<file path="src/rtl/apb4_mem_bridge.sv">
// ---------------------------------------------------------------------------
// apb4_mem_bridge
//
// APB4 completer that turns each APB transfer into a one-cycle read or write
// request pulse on a simple multi-channel memory interface. It waits for the
// selected channel to report completion or an error, and then returns a
// registered PREADY/PSLVERR/PRDATA.
//
// Ports
//   PCLK, PRESETn         clock (rising edge) and async active-low reset
//   PADDR, PSELx          APB address and per-channel select
//   PENABLE, PWRITE       APB access phase and direction
//   PWDATA, PSTRB, PPROT  APB write data, byte strobes and protection
//   PREADY, PSLVERR       registered transfer done / error
//   PRDATA                registered read data
//   read, write           one-cycle request pulses, one bit per channel
//   address, write_data   captured address and write data
//   write_strb, prot      captured strobes (zero for reads) and PPROT
//   read_data             memory read data, valid with access_complete
//   access_complete       per-channel completion
//   invalid_access        per-channel access error
//   invalid_address       per-channel address error
//   timeout_event         one-cycle pulse when a wait timeout fires
// ---------------------------------------------------------------------------
module apb4_mem_bridge #(
    parameter int DATA_WIDTH = 32,
    parameter int ADDR_WIDTH = 32,
    parameter int PSEL_WIDTH = 1,
    parameter int TIMEOUT    = 16
) (
    input  logic                      PCLK,
    input  logic                      PRESETn,
    input  logic [ADDR_WIDTH-1:0]     PADDR,
    input  logic [PSEL_WIDTH-1:0]     PSELx,
    input  logic                      PENABLE,
    input  logic                      PWRITE,
    input  logic [DATA_WIDTH-1:0]     PWDATA,
    input  logic [DATA_WIDTH/8-1:0]   PSTRB,
    input  logic [2:0]                PPROT,
    output logic                      PREADY,
    output logic                      PSLVERR,
    output logic [DATA_WIDTH-1:0]     PRDATA,
    output logic [PSEL_WIDTH-1:0]     read,
    output logic [PSEL_WIDTH-1:0]     write,
    output logic [ADDR_WIDTH-1:0]     address,
    output logic [DATA_WIDTH-1:0]     write_data,
    output logic [DATA_WIDTH/8-1:0]   write_strb,
    output logic [2:0]                prot,
    input  logic [DATA_WIDTH-1:0]     read_data,
    input  logic [PSEL_WIDTH-1:0]     access_complete,
    input  logic [PSEL_WIDTH-1:0]     invalid_access,
    input  logic [PSEL_WIDTH-1:0]     invalid_address,
    output logic                      timeout_event
);

    localparam int STRB_W = DATA_WIDTH / 8;
    // Counter only has to hold 0 .. TIMEOUT-1.
    localparam int CNT_W = (TIMEOUT > 1) ? $clog2(TIMEOUT) : 1;
    localparam logic [CNT_W-1:0] TO_LAST = (TIMEOUT > 0) ? CNT_W'(TIMEOUT - 1) : '0;
    localparam logic TO_EN = (TIMEOUT > 0);
    localparam logic [PSEL_WIDTH-1:0] ONE_SEL = PSEL_WIDTH'(1);

    typedef enum logic [1:0] {
        ST_IDLE = 2'd0,
        ST_REQ  = 2'd1,
        ST_WAIT = 2'd2,
        ST_DONE = 2'd3
    } state_t;

    function automatic logic is_onehot(input logic [PSEL_WIDTH-1:0] v);
        return (v != '0) && ((v & (v - ONE_SEL)) == '0);
    endfunction

    state_t                  state_r;
    logic [PSEL_WIDTH-1:0]   sel_r;
    logic                    pwrite_r;
    logic [CNT_W-1:0]        wait_cnt_r;
    logic                    pready_r;
    logic                    pslverr_r;
    logic [DATA_WIDTH-1:0]   prdata_r;
    logic [PSEL_WIDTH-1:0]   read_r;
    logic [PSEL_WIDTH-1:0]   write_r;
    logic [ADDR_WIDTH-1:0]   address_r;
    logic [DATA_WIDTH-1:0]   write_data_r;
    logic [STRB_W-1:0]       write_strb_r;
    logic [2:0]              prot_r;
    logic                    timeout_event_r;

    logic setup_s;
    logic sel_live_s;
    logic cmp_hit_s;
    logic err_hit_s;
    logic timeout_hit_s;

    // Setup detection and flag sampling restricted to the captured channel.
    always_comb begin
        setup_s       = (|PSELx) && !PENABLE;
        sel_live_s    = |PSELx;
        cmp_hit_s     = |(access_complete & sel_r);
        err_hit_s     = |((invalid_access | invalid_address) & sel_r);
        timeout_hit_s = TO_EN && (wait_cnt_r == TO_LAST);
    end

    // Transfer FSM with all bus-facing outputs registered.
    always_ff @(posedge PCLK or negedge PRESETn) begin
        if (!PRESETn) begin
            state_r         <= ST_IDLE;
            sel_r           <= '0;
            pwrite_r        <= 1'b0;
            wait_cnt_r      <= '0;
            pready_r        <= 1'b0;
            pslverr_r       <= 1'b0;
            prdata_r        <= '0;
            read_r          <= '0;
            write_r         <= '0;
            address_r       <= '0;
            write_data_r    <= '0;
            write_strb_r    <= '0;
            prot_r          <= 3'b000;
            timeout_event_r <= 1'b0;
        end else begin
            // Pulse outputs default low; each is raised for exactly one cycle.
            read_r          <= '0;
            write_r         <= '0;
            pready_r        <= 1'b0;
            pslverr_r       <= 1'b0;
            timeout_event_r <= 1'b0;
            case (state_r)
                ST_IDLE: begin
                    if (setup_s) begin
                        address_r    <= PADDR;
                        write_data_r <= PWDATA;
                        write_strb_r <= PWRITE ? PSTRB : '0;
                        prot_r       <= PPROT;
                        sel_r        <= PSELx;
                        pwrite_r     <= PWRITE;
                        wait_cnt_r   <= '0;
                        if (is_onehot(PSELx)) begin
                            state_r <= ST_REQ;
                            if (PWRITE) begin
                                write_r <= PSELx;
                            end else begin
                                read_r <= PSELx;
                            end
                        end else begin
                            // Ambiguous select: never touch memory, fail at once.
                            state_r   <= ST_DONE;
                            pready_r  <= 1'b1;
                            pslverr_r <= 1'b1;
                            if (!PWRITE) begin
                                prdata_r <= '0;
                            end
                        end
                    end else begin
                        state_r <= ST_IDLE;
                    end
                end
                ST_REQ, ST_WAIT: begin
                    if (!sel_live_s) begin
                        // Requester abandoned the transfer: no PREADY.
                        state_r <= ST_IDLE;
                    end else if (err_hit_s) begin
                        // Error takes priority over a simultaneous completion.
                        state_r   <= ST_DONE;
                        pready_r  <= 1'b1;
                        pslverr_r <= 1'b1;
                        if (!pwrite_r) begin
                            prdata_r <= '0;
                        end
                    end else if (cmp_hit_s) begin
                        state_r  <= ST_DONE;
                        pready_r <= 1'b1;
                        if (!pwrite_r) begin
                            prdata_r <= read_data;
                        end
                    end else if ((state_r == ST_WAIT) && timeout_hit_s) begin
                        state_r         <= ST_DONE;
                        pready_r        <= 1'b1;
                        pslverr_r       <= 1'b1;
                        timeout_event_r <= 1'b1;
                        if (!pwrite_r) begin
                            prdata_r <= '0;
                        end
                    end else begin
                        state_r <= ST_WAIT;
                        if (state_r == ST_REQ) begin
                            wait_cnt_r <= '0;
                        end else begin
                            wait_cnt_r <= wait_cnt_r + CNT_W'(1);
                        end
                    end
                end
                ST_DONE: begin
                    state_r <= ST_IDLE;
                end
                default: begin
                    state_r <= ST_IDLE;
                end
            endcase
        end
    end

    assign PREADY        = pready_r;
    assign PSLVERR       = pslverr_r;
    assign PRDATA        = prdata_r;
    assign read          = read_r;
    assign write         = write_r;
    assign address       = address_r;
    assign write_data    = write_data_r;
    assign write_strb    = write_strb_r;
    assign prot          = prot_r;
    assign timeout_event = timeout_event_r;

endmodule

</file>
<file path="config.mk">
export PLATFORM = sky130hd
export DESIGN_NAME = apb4_mem_bridge
export DESIGN_NICKNAME = d
export VERILOG_FILES = /design/src/rtl/apb4_mem_bridge.sv
export SDC_FILE = /design/constraint.sdc
export NUM_CORES = 1
export LEC_CHECK = 0
export CORE_MARGIN = 8
export CORE_UTILIZATION = 36
export CTS_CLUSTER_SIZE = 14
export DETAILED_ROUTE_END_ITERATION = 16
export GPL_TIMING_DRIVEN = 1
export PLACE_DENSITY = 0.73
export SYNTH_ARGS = -nofsm -noshare
export SYNTH_HDL_FRONTEND = slang
export SYNTH_SLANG_ARGS = --single-unit
</file>
<file path="constraint.sdc">
create_clock -name PCLK -period 1.7 [get_ports PCLK]
set_input_delay 0.34 -clock PCLK [delete_from_list [all_inputs] [get_ports PCLK]]
set_output_delay 0.34 -clock PCLK [all_outputs]
set_load 0.005 [all_outputs]
</file>
[Word level (Yosys, flattened, before mapping)]
Index checks and enable logic that the tools add are counted.
Word-level totals
  register bits: 116
  output and inout bits: 108
  word-level logic and storage cells: 91
Operators by class
  add/sub/neg operators: 2
  equality and inequality tests: 13
  multiplexer cells: 47
  bitwise logic cells: 5
  reduce and logical (&&, ||, !) cells: 10
Operator list (count)
  $mux 32: 9
  $pmux 32 s2: 1
  $mux 4: 7
  $mux 1: 23
  $ne 2x2->1 const B: 7
  $ne 4x4->1 const B: 2
  $pmux 4 s2: 1
  $reduce_and 7->1: 1
  $mux 2: 3
  $pmux 2 s3: 1
  $reduce_and 6->1: 1
  $add 4x1->4 const B: 1
  $eq 2x2->1 const B: 2
  $eq 4x4->1 const B: 1
  $pmux 1 s2: 2
  $and 1x1->1: 3
  $logic_and 1x1->1: 3
  $eq 2x1->1 const B: 1
  $logic_not 2->1: 1
  $reduce_and 2->1: 1
  $reduce_bool 2->1: 1
  $reduce_or 2->1: 1
  $logic_not 1->1: 1
  $not 1->1: 1
  other kinds (2): 2

[Logic depth before layout (Yosys ltp)]
  depth after elaboration: 7
  gate-level depth with buffers: 7

[Worst setup path after synthesis]
OpenSTA, ideal clock, no wires.
  path kind: reg2reg
  from: register state_r[0]
  to: register prdata_r[0] (netlist: PRDATA[0])
  setup time: 0.065 ns
  arrival: 1.710 ns
  path slack: -0.075 ns
  stages on the path, launching flop included: 8
  period minus slack after synthesis: 1.775 ns
  cell sequence: dfrtp_1 -> inv_1 -> ha_1 -> nand2_1 -> or2_4 -> nor4_4 -> buf_6 -> a22o_1
On the way
  cells in the longest elaborated chain, start to end: 4
  elaborated cells on any way between the ends: 14
RTL lines
  start, declared: line 74  | state_t state_r;
  start signal, assigned: line 107  | state_r <= ST_IDLE;
  start signal, assigned: line 139  | state_r <= ST_REQ;
  start signal, assigned: line 147  | state_r <= ST_DONE;
  $eq 2x2->1 / $eq 2x1->1 (equally long branches): line 128, 176
  $reduce_or 2->1 / $logic_and 1x1->1 (equally long branches): line 128, 176
  $ne 4x4->1 (no source line) (tied with other cells)
  $reduce_and 7->1 (no source line)
  end signal, assigned: line 174  | prdata_r <= read_data;
  end, declared: line 80  | logic [DATA_WIDTH-1:0] prdata_r;
Several ways; a longest one is shown, not always the timed one.
A chain may end at the register's enable or synchronous reset.

[Worst setup path in the final report]
  from: register state_r[1]
  to: register prdata_r[20] (netlist: PRDATA[20])
Same word-level chain as after synthesis.

==> results.sh <==
export IMPL_status="complete, but fails checks"
export IMPL_violations="negative setup slack"
export IMPL_synth_edf_count=0
export IMPL_setup_viol=35
export IMPL_cts_sinks=116
export IMPL_post_drt_via_cell_ratio=4.76
export IMPL_dieArea_mm2=0.0162
export IMPL_slew_headroom_pct=73.4
export IMPL_grt_antenna_before_repair=0
export IMPL_worstSetupStartpointType="register"
export IMPL_initial_core_util_pct=37.0
export IMPL_ir_worst_vdd_mv=0.588
export IMPL_synthCells=293
export IMPL_core_area_mm2=0.0121
export IMPL_avgSynthCellArea_um2=15.2
export IMPL_h_tree_depth=4
export IMPL_place_area_mm2=0.00702
export IMPL_drv_cap=0
export IMPL_drtIter0Drc=220
export IMPL_dieHeight_um=127
export IMPL_fin_nets=672
export IMPL_vias=3505
export IMPL_setup_slack_ns=-0.139
export IMPL_final_area_mm2=0.00789
export IMPL_antenna_left=0
export IMPL_clkPwrFrac_pct=42.0
export IMPL_drt_total_wl_mm=14.1
export IMPL_crit_type="reg -> reg"
export IMPL_tns_ns=-4.23
export IMPL_route_detailed_wl_per_inst_um=19.2
export IMPL_dp_cells=688
export IMPL_drt_pre_antenna_iters=4
export IMPL_fin_util_pct=65.4
export IMPL_cp_required_ns=2.04
export IMPL_netlist_area_mm2=0.00446
export IMPL_tightest_slew_ns=0.396
export IMPL_grt_pass1_wl_mm=21.8
export IMPL_fmax_ghz=0.544
export IMPL_clockBufferDepth=2
export IMPL_hold_violations=0
export IMPL_power_switching_mw=1.95
export IMPL_slew_viol_final=0
export IMPL_yosys_most_used_dff="dfrtp_1"
export IMPL_rsz0062_at_grt="true"
export IMPL_grt_pass1_vias=3910
export IMPL_fin_crit_ns=1.84
export IMPL_synth_fp_nets=410
export IMPL_fin_cells=736
export IMPL_fp_dieW_um=127
export IMPL_crit_arrival_ns=2.18
export IMPL_io_buffers=218
export IMPL_swShare_pct=22.4
export IMPL_track_usage_pct=17.6
export IMPL_yosysSeqAreaShare_pct=65.1
export IMPL_comb_power_share_pct=20.0
export IMPL_final_fill_count=918
export IMPL_clk_latency_ns=0.41
export IMPL_power_frac_seq_pct=38.0
export IMPL_drcViolationCount=0
export IMPL_hold_path_class="in -> async"
export IMPL_cts_tree="built"
export IMPL_num_antenna_cells=0
export IMPL_synth_seq_cells=116
export IMPL_slowest_delay_ns=0.36
export IMPL_min_period_over_period_pct=108
export IMPL_p_int_mw=6.75
export IMPL_syn_to_final_growth_pct=77.0
export IMPL_path_cells="inv_2 > ha_4 > nand2_2 > or2_4 > nor4_4 > buf_4 > buf_16 > a22o_1"
export IMPL_yosys_warnings=0
export IMPL_powerDensity_mw_per_mm2=1100
export IMPL_grt_max_degree=67
export IMPL_power_leakage_nw=3.46
export IMPL_drive_above_1_share_pct=27.8
export IMPL_yosys_cell_types_count=34
export IMPL_clk_pin_slew_ns=0.05
export IMPL_cp_slowest_cell="dfrtp_1"
export IMPL_critPathMaxFanout=8
export IMPL_hpwl_mm=10.1
export IMPL_finalClockSkew_ns=0.00673
export IMPL_grt_overflow=0
export IMPL_finalPower_mw=8.70
export IMPL_io_pins=219
export IMPL_async_flop_share_pct=100
export IMPL_cts_root_buf="clkbuf_16"
export IMPL_fp_row_count=40
export IMPL_place_congestion=0.765
export IMPL_crit_path_end_kind="register"
export IMPL_cts_buffers=17
[cell usage after synthesis, types with 2 or more instances]
| library cell | count | area share [%] |
|---|---|---|
| nand2_1 | 12 | 1.0 |
| a22o_1 | 32 | 6.3 |
| o31ai_1 | 4 | 0.67 |
| dfrtp_1 | 116 | 65 |
| buf_2 | 9 | 1.0 |
| buf_6 | 3 | 0.76 |
| o21ai_0 | 8 | 0.90 |
| nand3_1 | 2 | 0.22 |
| ha_1 | 6 | 1.7 |
| a21oi_1 | 2 | 0.22 |
| nor2_1 | 5 | 0.42 |
| a21o_1 | 2 | 0.34 |
| mux2_2 | 67 | 17 |
| inv_1 | 4 | 0.34 |
| nand2b_1 | 2 | 0.28 |
[per-layer routing]
metal | vias up | routed length [um] | GRT usage, %
li1 | 1588 | - | -
met1 | 1731 | 5510 | 19.6
met2 | 165 | 7040 | 29.1
met3 | 21 | 1310 | 7.90
met4 | 0 | 241 | 6.65
met5 | - | 0 | 0
[path summary, 6_finish.rpt]
check | startpoint | end | slack [ns] | cells past startpoint
max | state_r[1]$_DFF_PN0_ | PRDATA[20]$_DFFE_PN0P_ | -0.14 | 8
min | PRESETn | pwrite_r$_DFFE_PN0P_ | 0.38 | 2
max reg2reg | state_r[1]$_DFF_PN0_ | PRDATA[20]$_DFFE_PN0P_ | -0.14 | 8
min reg2reg | wait_cnt_r[3]$_DFFE_PN0P_ | wait_cnt_r[3]$_DFFE_PN0P_ | 0.50 | 1
max in group asynchronous | PRESETn | write_data[11]$_DFFE_PN0P_ | 0.66 | 3
min in group PCLK | wait_cnt_r[3]$_DFFE_PN0P_ | wait_cnt_r[3]$_DFFE_PN0P_ | 0.50 | 1
[per-stage QoR]
step                setup WS [ns]  hold slack [ns]
detailed placement         -0.298            0.273
finish                     -0.139            0.382
global placement           -0.248            0.269
CTS                        -0.128            0.374
floorplan                 -0.0532           0.0444
global route               -0.244            0.402
[kinds of logic (layout without fill, tap and decap cells)]
kind of cell	Yosys count	after routing	synth area share, %
adders and majority gates	6	6	1.68
muxes	67	67	16.9
DFF	116	116	65.1
and+or+nand+nor	32	32	4.13
buffers and inverters	18	293	2.36
AOI/OAI and AO/OA	54	54	9.82
[registers in the layout (all words and copies together), names as in the netlist]
register       cells
PRDATA            32
sel_r              1
PREADY             1
pwrite_r           1
PSLVERR            1
write_data        32
read               1
write_strb         4
timeout_event      1
write              1
wait_cnt_r         4
prot               3
state_r            2
address           32
[timing repair]
item | in CTS | in global routing
hold endpoints to repair | 23 | 0
gates cloned | 3 | 0
pin swaps | 11 | 12
endpoints found under the setup margin | 36 | 42
hold buffers | 1 | 0
buffers inserted | 11 | 5
resized for setup | 9 | 18
[power groups by stage]
stage,Combinational [mW],Clock (mW),Sequential (mW)
2_1_floorplan,0.458,0,3.37
3_3_place_gp,1.68,0,3.32
3_5_place_dp,1.71,0,3.35
4_1_cts,1.75,3.74,3.31
5_1_grt,1.86,3.85,3.35
6_report,1.74,3.66,3.31
[layout make-up]
type,count,area [um^2],share of cell area [%]
sequential,116,2900,36.8
timing repair buffer,257,2610,33.1
multi-input combinational,159,1540,19.5
clock buffer,22,484,6.13
tap,168,210,2.66
clock inverter,10,128,1.62
inverter,4,15.0,0.190
[cells in the final DEF, fill, tap and decap left out, types with 3 or more instances in the layout]
| master | count |
|---|---|
| clkdlybuf4s50_1 | 214 |
| nor2_1 | 5 |
| buf_6 | 5 |
| ha_4 | 3 |
| dlymetal6s2s_1 | 3 |
| clkinv_2 | 6 |
| bufinv_16 | 3 |
| buf_4 | 26 |
| a22o_1 | 32 |
| clkbuf_8 | 4 |
| o31ai_1 | 3 |
| clkbuf_16 | 17 |
| o21ai_0 | 7 |
| dfrtp_1 | 116 |
| nand2_1 | 10 |
| buf_12 | 5 |
| mux2_2 | 67 |
[critical path, delay by kind of cell, from the launching register on]
family | cells | cell delay, ns
AND/OR/NAND/NOR | 3 | 0.61
flip-flops | 1 | 0.36
buffers and inverters | 3 | 0.40
AO/OA/AOI/OAI | 1 | 0.12
adder cells (fa/ha/maj) | 1 | 0.28
No activity file was read; power rests on OpenSTA's default activity.
